--- config.mk ---
export PLATFORM = sky130hd
export DESIGN_NAME = uart_rx
export DESIGN_NICKNAME = d
export VERILOG_FILES = /design/src/rtl/uart_pkg.sv /design/src/rtl/uart_rx_sync.sv /design/src/rtl/uart_rx.sv
export SDC_FILE = /design/constraint.sdc
export NUM_CORES = 1
export LEC_CHECK = 0
export ABC_AREA = 1
export CAP_MARGIN = 15
export CORE_MARGIN = 2
export CORE_UTILIZATION = 64
export CTS_BUF_LIST = sky130_fd_sc_hd__clkbuf_8
export DETAILED_ROUTE_END_ITERATION = 8
export GPL_TIMING_DRIVEN = 0
export PLACE_DENSITY_LB_ADDON = 0.12
export SKIP_LAST_GASP = 1
export SLEW_MARGIN = 20
export SYNTH_ARGS = -nofsm -noshare
export SYNTH_HDL_FRONTEND = slang
export SYNTH_HIERARCHICAL = 1
export SYNTH_SLANG_ARGS = --single-unit
--- constraint.sdc ---
create_clock -name clk -period 3.3 [get_ports clk]
set_input_delay 0.825 -clock clk [delete_from_list [all_inputs] [get_ports clk]]
set_output_delay 0.825 -clock clk [all_outputs]
set_load 0.05 [all_outputs]
--- src/rtl/uart_pkg.sv ---
// ---------------------------------------------------------------------------
// uart_pkg
// Shared UART definitions used by the receiver (and the matching TX block):
//   - CLKS_PER_BIT_DEF : default clocks per bit period
//   - DATA_BITS / STOP_BITS : frame shape (8N1)
//   - uart_state_e : 3-bit FSM state encoding shared by RX and TX
//   - maj3 : 2-of-3 majority helper for oversampled bit decisions
// ---------------------------------------------------------------------------
package uart_pkg;

    localparam int unsigned CLKS_PER_BIT_DEF = 87;
    localparam int unsigned DATA_BITS        = 8;
    localparam int unsigned STOP_BITS        = 1;

    typedef enum logic [2:0] {
        ST_IDLE  = 3'd0,
        ST_START = 3'd1,
        ST_DATA  = 3'd2,
        ST_STOP  = 3'd3,
        ST_CLEAN = 3'd4
    } uart_state_e;

    function automatic logic maj3(input logic a, input logic b, input logic c);
        return (a & b) | (a & c) | (b & c);
    endfunction

endpackage

--- src/rtl/uart_rx_sync.sv ---
// ---------------------------------------------------------------------------
// uart_rx_sync
// Two-flop synchroniser for a single asynchronous input. Resets to 1 so an
// idle-high line does not look like an edge coming out of reset.
// Ports:
//   clk   in  system clock
//   rst_n in  synchronous active-low reset
//   d_i   in  asynchronous input
//   q_o   out synchronised output
// ---------------------------------------------------------------------------
module uart_rx_sync (
    input  logic clk,
    input  logic rst_n,
    input  logic d_i,
    output logic q_o
);

    logic [1:0] sync_q;

    always_ff @(posedge clk) begin
        if (!rst_n) begin
            sync_q <= '1;
        end else begin
            sync_q <= {sync_q[0], d_i};
        end
    end

    assign q_o = sync_q[1];

endmodule

--- src/rtl/uart_rx.sv ---
// ---------------------------------------------------------------------------
// uart_rx
// 8N1 UART receiver, LSB first, idle-high line. Finds the start bit, samples
// each bit at its centre and presents the byte with a one-cycle valid strobe.
// A low stop bit gives a one-cycle framing-error strobe instead.
// Optional build macro: UART_RX_MAJORITY_EN -- data and stop bits are decided
// by a 2-of-3 majority of samples taken at CLKS_PER_BIT-3, -2 and -1.
// Ports:
//   clk          in      system clock
//   rst_n        in      synchronous active-low reset
//   Rx_Serial    in      asynchronous serial line
//   Rx_Byte      out [8] last correctly framed byte
//   Rx_Valid     out     one-cycle pulse, Rx_Byte is new
//   Rx_Frame_Err out     one-cycle pulse, stop bit sampled low
//   Rx_Busy      out     high whenever the FSM is not idle
// ---------------------------------------------------------------------------
module uart_rx
    import uart_pkg::*;
#(
    parameter int unsigned CLKS_PER_BIT = CLKS_PER_BIT_DEF
) (
    input  logic       clk,
    input  logic       rst_n,
    input  logic       Rx_Serial,
    output logic [7:0] Rx_Byte,
    output logic       Rx_Valid,
    output logic       Rx_Frame_Err,
    output logic       Rx_Busy
);

    localparam int unsigned CNT_W = $clog2(CLKS_PER_BIT);
    localparam int unsigned IDX_W = $clog2(DATA_BITS);

    localparam logic [CNT_W-1:0] CNT_LAST = CNT_W'(CLKS_PER_BIT - 1);
    localparam logic [CNT_W-1:0] CNT_MID  = CNT_W'((CLKS_PER_BIT - 1) / 2);
    localparam logic [IDX_W-1:0] IDX_LAST = IDX_W'(DATA_BITS - 1);

    logic rx_s;

    uart_state_e          state_q, state_d;
    logic [CNT_W-1:0]     cnt_q,   cnt_d;
    logic [IDX_W-1:0]     idx_q,   idx_d;
    logic [DATA_BITS-1:0] shift_q, shift_d;
    logic [7:0]           byte_q,  byte_d;
    logic                 valid_q, valid_d;
    logic                 err_q,   err_d;
    logic                 bit_val;
    logic                 at_last;

    uart_rx_sync u_sync (
        .clk   (clk),
        .rst_n (rst_n),
        .d_i   (Rx_Serial),
        .q_o   (rx_s)
    );

    assign at_last = (cnt_q == CNT_LAST);

`ifdef UART_RX_MAJORITY_EN
    localparam logic [CNT_W-1:0] CNT_SAMP0 = CNT_W'(CLKS_PER_BIT - 3);

    // Holds the samples from CLKS_PER_BIT-3 and -2; the third sample is the
    // live rx_s at the terminal count, so the decision lands on the same
    // cycle as the single-sample build.
    logic [1:0] samp_q, samp_d;

    always_comb begin
        samp_d = samp_q;
        if ((state_q == ST_DATA || state_q == ST_STOP) &&
            cnt_q >= CNT_SAMP0 && !at_last) begin
            samp_d = {samp_q[0], rx_s};
        end
    end

    always_ff @(posedge clk) begin
        if (!rst_n) begin
            samp_q <= '0;
        end else begin
            samp_q <= samp_d;
        end
    end

    assign bit_val = maj3(samp_q[1], samp_q[0], rx_s);
`else
    assign bit_val = rx_s;
`endif

    always_comb begin
        state_d = state_q;
        cnt_d   = cnt_q;
        idx_d   = idx_q;
        shift_d = shift_q;
        byte_d  = byte_q;
        valid_d = 1'b0;
        err_d   = 1'b0;

        unique case (state_q)
            ST_IDLE: begin
                cnt_d = '0;
                idx_d = '0;
                if (!rx_s) state_d = ST_START;
            end
            ST_START: begin
                if (cnt_q == CNT_MID) begin
                    cnt_d   = '0;
                    state_d = rx_s ? ST_IDLE : ST_DATA;
                end else begin
                    cnt_d = cnt_q + CNT_W'(1);
                end
            end
            ST_DATA: begin
                if (at_last) begin
                    shift_d[idx_q] = bit_val;
                    cnt_d          = '0;
                    if (idx_q == IDX_LAST) begin
                        idx_d   = '0;
                        state_d = ST_STOP;
                    end else begin
                        idx_d = idx_q + IDX_W'(1);
                    end
                end else begin
                    cnt_d = cnt_q + CNT_W'(1);
                end
            end
            ST_STOP: begin
                if (at_last) begin
                    cnt_d = '0;
                    if (bit_val) begin
                        byte_d  = shift_q;
                        valid_d = 1'b1;
                    end else begin
                        err_d = 1'b1;
                    end
                    state_d = ST_CLEAN;
                end else begin
                    cnt_d = cnt_q + CNT_W'(1);
                end
            end
            ST_CLEAN: begin
                // Wait for the line to return high so a break after a
                // framing error cannot be mistaken for a new start bit.
                if (rx_s) state_d = ST_IDLE;
            end
            default: state_d = ST_IDLE;
        endcase
    end

    always_ff @(posedge clk) begin
        if (!rst_n) begin
            state_q <= ST_IDLE;
            cnt_q   <= '0;
            idx_q   <= '0;
            shift_q <= '0;
            byte_q  <= '0;
            valid_q <= 1'b0;
            err_q   <= 1'b0;
        end else begin
            state_q <= state_d;
            cnt_q   <= cnt_d;
            idx_q   <= idx_d;
            shift_q <= shift_d;
            byte_q  <= byte_d;
            valid_q <= valid_d;
            err_q   <= err_d;
        end
    end

    assign Rx_Byte      = byte_q;
    assign Rx_Valid     = valid_q;
    assign Rx_Frame_Err = err_q;
    assign Rx_Busy      = (state_q != ST_IDLE);

endmodule

After elaboration in Yosys (flattened, before gate mapping)
Index checks and enable logic that the tools add are counted.
{"block": "op_classes", "add_sub_neg": 2, "mul": 0, "div": 0, "magnitude_cmp": 2, "eq_ne": 13, "n_shift": 0, "mux": 19, "n_bitwise": 0, "n_reduce_logical": 11}
{"cell": "3-bit 2-to-1 mux", "count": 8}
{"cell": "7-bit one-hot mux with 3 select lines", "count": 1}
{"cell": "3-bit one-hot mux with 5 select lines", "count": 1}
{"cell": "7-bit 2-to-1 mux", "count": 2}
{"cell": "2-bit inequality test, second input constant", "count": 5}
{"cell": "8-bit bitwise mux", "count": 1}
{"cell": "7-bit by 1-bit adder with 7-bit output, second input constant", "count": 1}
{"cell": "7-bit by 6-bit == test with 1-bit output, second input constant", "count": 1}
{"cell": "7-bit == test, second input constant", "count": 1}
{"cell": "3-bit by 2-bit == test with 1-bit output, second input constant", "count": 2}
{"cell": "3-bit == test, second input constant", "count": 2}
{"cell": "3-bit one-hot mux with 2 select lines", "count": 1}
{"cell": "3-bit AND reduction", "count": 2}
{"cell": "6-bit AND reduction", "count": 1}
{"cell": "3-bit nonzero test", "count": 2}
{"cell": "3-bit by 4-bit less-than comparator with 1-bit output, second input constant", "count": 1}
{"cell": "2-bit AND reduction", "count": 2}
{"cell": "3-bit by 1-bit adder with 3-bit output, second input constant", "count": 1}
{"cell": "1-bit demux with 3-bit select", "count": 1}
{"cell": "3-bit by 1-bit == test with 1-bit output, second input constant", "count": 1}
{"cell": "3-bit by 1-bit greater-or-equal comparator with 1-bit output, second input constant", "count": 1}
{"cell": "3-bit logical NOT", "count": 1}
{"cell": "1-bit 2-to-1 mux", "count": 3}
{"cell": "2-bit 2-to-1 mux", "count": 1}
{"cell": "other kinds (4)", "count": 4}
{"block": "word_totals", "ff_bits": 33, "latchBits": 0, "mem_bits_rw": 0, "rom_bits": 0, "input_bits": 3, "output_inout_bits": 11, "wordCells": 55, "mem_count": 0}

Longest topological paths before layout
{"block": "depth", "depth_word": 5, "depth_mapped": 11, "mapped_depth_nobuf": 11}

Modules after synthesis
Netlist, hierarchy kept.
{"mod": "uart_rx", "instances": 1, "cells_each": 226, "area_per_inst_um2": 1647.8, "seq_area_each_um2": 620.6}
{"mod": "uart_rx_sync", "instances": 1, "cells_each": 6, "area_per_inst_um2": 55.1, "seq_area_each_um2": 40.0}

Worst setup path before layout
No wires, ideal clock.
{"block": "synth_timing", "path_type": "register to output", "from": "register state_q[0]", "to": "output port Rx_Busy", "t_arrival_ps": 902, "t_required_ps": 2475, "path_slack_ps": 1573, "path_stages_with_launch": 3, "path_buffers": 0, "cell_sequence": "dfxtp_1 -> nor2_1 -> nand2_1"}
{"block": "synth_between", "elab_chain_cells": 1}
{"element": "start: declaration", "line_no": "uart_rx.sv:40", "source": "uart_state_e state_q, state_d;"}
{"element": "start signal: assignment", "line_no": "uart_rx.sv:158", "source": "state_q <= state_d;"}
{"element": "3-bit nonzero test", "line_no": "uart_rx.sv:171", "source": "assign Rx_Busy = (state_q != ST_IDLE);"}
{"element": "end: declaration", "line_no": "uart_rx.sv:28", "source": "output logic Rx_Busy"}
No other way between the ends.

Worst setup path in the final report
{"block": "layout_timing", "from": "register state_q[2]", "to": "output port Rx_Busy"}
The elaborated chain is that of the path after synthesis.

==> results.toml <==
[clock_network]
post-cts-setup-buffers = 0
cts_tree = "yes"
cts.root.buffer_cell = "clkbuf_8"
post_cts.resized_instances = 0
cts_buffers = 5
clkLatencyLatePin_ps = 300
postCtsHoldBufs = 0
clock_sinks = 33
ctsHtreeMaxLevel = 2
clk_path_buf_depth = 2
clock_slew_seen_by_the_registers_of_the_worst_setup_and_hold_paths_ps = 70

[sta]
slew_headroom_pct = 54.59
final.min_clock_period_ps = 2646
whs_ps = 415.2
setup_total_negative_slack_ps = 0
report.final.hold_viol_count = 0
setup_viol_count_final = 0
actual_transition_at_the_worst_max_transition_pin_ps = 681.2
post-route-period-util_pct = 80.19
rsz0062_at_grt = "no"
max_freq_ghz = 0.3779
worst_clock_skew_ps = 7.125
finalMaxSlewViolations = 0

[place]
place.detailed.hpwl_um = 2555
routabilityCongestion = 0.8460
numPortBuffers = 13

[drt]
via_per_inst = 5.484
route.antenna.remaining_nets = 0
routed_wirelength_um = 3803
detail_route.wl_per_cell_um = 13.44
firstDrtPassIters = 4
detailroute.via_count = 1552
remaining_drc_errors = 0
dr.first_iter.drc_count = 51

[layout]
area.growth.synth_to_final_pct = 16.61
antenna_cells_inserted = 0
ratio_of_cells_with_drive_above_1_in_the_final_layout_pct = 17.79
design.final.nets = 259

[pwr]
power_leakage_nw = 0.8748
power_density_of_the_placed_cells_nw_per_um2 = 576.9
power.ir.vdd_worst_mv = 0.6892

[die]
placement_rows = 18
starting_density_pct = 68.12
floorplan_die_height_um = 55.58
dieWidth_um = 55.58
floorplan_core_area_um2 = 2500
ioPinCount = 14
dieArea_um2 = 3089

[synthesis]
postSynthRegisterBits = 33
netlist_instances = 232
mappedNetlistNets = 239
syn_avg_cell_area_um2 = 7.340
mappedNetlistArea_um2 = 1703
ys_seq_area_share_pct = 38.80
post_synth_num_cell_types = 26
yosys_warnings = 6

[grt]
wire_length_of_the_first_global_routing_pass_um = 6417
first_global_vias = 1501
antenna_found_initial = 0
grt_start_max_net_pins = 13
groute.usage.overall_pct = 27.21
globalRouteOverflowTotal = 0

[hold_path]
min_path_type = "flip-flop to flip-flop"

[critical_path]
end_kind = "output pin"
worst-r2r-setup-slack_ps = 1650
cp_cell_sequence = "inv_4, nand2_1, clkdlybuf4s50_1"
rr_startpoint = "cnt_q[1]$_SDFFE_PN0P_"
timing.reg2reg.worst_path_depth = 6
start_to_end_type_of_the_worst_setup_path = "flip-flop to output pin"
critical_path.max_fanout = 9
timing.critical_path.to = "Rx_Busy"
worstSetupStartpoint = "state_q[2]$_SDFFE_PN0P_"
slowest_delay_ps = 790
r2r_end = "Rx_Byte[2]$_SDFFE_PN0P_"
worst_ep_arrival_time_ps = 1820
crit_path_start_kind = "flip-flop"
slowest_stage = "clkdlybuf4s50_1"
critPathRequiredTime_ps = 2470

[status]
status = "complete, no violations"

[flow_run]
maxCapViolations = 0
==> per-layer routing <==
layer	part of all wire (%)	global-route usage, %
met2	51	48.30
met4	3.1	14.29
met5	0	0
met3	4.9	10.00
met1	41	27.57
==> Yosys cell counts <==
master / number / area, um2
a31o_2: 1 / 8.760
nand3_2: 8 / 80.08
o21ai_0: 5 / 25.02
dfxtp_1: 33 / 660.6
nand2_4: 3 / 33.78
nor3_4: 1 / 16.27
o21ai_1: 9 / 45.04
nand4_1: 3 / 18.77
nor3_1: 2 / 10.01
clkbuf_1: 2 / 7.510
inv_1: 23 / 86.33
nor2_4: 2 / 22.52
buf_12: 1 / 20.02
inv_2: 3 / 11.26
ha_1: 4 / 50.05
buf_1: 1 / 3.750
a21oi_2: 10 / 87.58
nor2_1: 47 / 176.4
inv_4: 1 / 6.260
nor2_8: 1 / 20.02
nand3_1: 9 / 45.04
buf_6: 1 / 11.26
nand2_2: 5 / 31.28
xor2_1: 1 / 8.760
nand2_1: 51 / 191.4
a21oi_1: 5 / 25.02
==> logic make-up (layout without fill, tap and decap cells) <==
group / Yosys count / count (layout) / synth area share (%)
AO/OA/AOI/OAI: 30 / 30 / 11.24
XOR/XNOR: 1 / 1 / 0.5144
adder cells (fa/ha/maj): 4 / 4 / 2.939
buffers and inverters: 32 / 53 / 8.597
flip-flops: 33 / 33 / 38.79
AND/OR/NAND/NOR: 132 / 132 / 37.91
==> power by group <==
part / internal (mW) / switching (mW)
combinational: 0.0874 / 0.200
sequential: 0.423 / 0.0430
clock: 0.226 / 0.167
==> final cells by class <==
type                            count  area (um2)
Timing Repair Buffer               13       130.1
Clock inverter                      3       46.29
Sequential cell                    33       660.6
Inverter                           27       103.9
Multi-Input combinational cell    167       895.9
Buffer                              5       42.54
Fill cell                         184       514.2
Tap cell                           30       37.54
Clock buffer                        5       68.82
==> flip-flops by register name (all words and copies together) (netlist names) <==
name,flops
Rx_Frame_Err,1
Rx_Valid,1
state_q,3
idx_q,3
shift_q,8
Rx_Byte,8
cnt_q,7
u_sync/sync_q,2
==> worst min path at each step <==
stage                                      startpoint                          end  slack (ps)  depth (start not counted)
after floorplan           u_sync/sync_q[0]$_SDFF_PN1_  u_sync/sync_q[1]$_SDFF_PN1_         380                          2
after global placement    u_sync/sync_q[0]$_SDFF_PN1_  u_sync/sync_q[1]$_SDFF_PN1_         390                          2
after detailed placement  u_sync/sync_q[0]$_SDFF_PN1_  u_sync/sync_q[1]$_SDFF_PN1_         400                          2
after CTS                 u_sync/sync_q[0]$_SDFF_PN1_  u_sync/sync_q[1]$_SDFF_PN1_         420                          2
after global routing      u_sync/sync_q[0]$_SDFF_PN1_  u_sync/sync_q[1]$_SDFF_PN1_         440                          2
final                     u_sync/sync_q[0]$_SDFF_PN1_  u_sync/sync_q[1]$_SDFF_PN1_         420                          2
==> cell usage in the layout, fill, tap and decap left out <==
| cell type | netlist | layout |
|---|---|---|
| nand2_1 | 51 | 51 |
| nor2_1 | 47 | 47 |
| dfxtp_1 | 33 | 33 |
| inv_1 | 23 | 23 |
| clkdlybuf4s50_1 | 0 | 13 |
| a21oi_2 | 10 | 10 |
| nand3_1 | 9 | 9 |
| o21ai_1 | 9 | 9 |
| nand3_2 | 8 | 8 |
| nand2_2 | 5 | 5 |
| a21oi_1 | 5 | 5 |
| o21ai_0 | 5 | 5 |
| clkbuf_8 | 0 | 5 |
| ha_1 | 4 | 4 |
| nand2_4 | 3 | 3 |
| inv_2 | 3 | 3 |
| nand4_1 | 3 | 3 |
| nor2_4 | 2 | 2 |
| clkbuf_1 | 2 | 2 |
| nor3_1 | 2 | 2 |
| inv_4 | 1 | 1 |
| xor2_1 | 1 | 1 |
| a31o_2 | 1 | 1 |
| buf_1 | 1 | 1 |
| nor2_8 | 1 | 1 |
| buf_12 | 1 | 1 |
| buf_6 | 1 | 1 |
| nor3_4 | 1 | 1 |
| bufinv_16 | 0 | 1 |
| clkinvlp_4 | 0 | 1 |
| clkinv_4 | 0 | 1 |
==> critical path: cells and delay by family, from the launching register on <==
family / cells / cell delay, ps
buf+inv: 2 / 910
flops: 1 / 520
simple gates: 1 / 90
==> through the flow <==
stage                     worst slack, ps  power [mW]  utilization (%)  cell area, um2  cells
after floorplan                      1573      0.6814                -            1703    232
after global placement              817.2      0.7406            74.82            1871    275
after detailed placement            767.6      0.7487            74.82            1871    275
after CTS                           643.0       1.150            79.43            1986    283
after global routing                594.8       1.201            79.43            1986    283
final                               653.9       1.146            79.43            1986    283
Power figures use the tool's default switching activity.
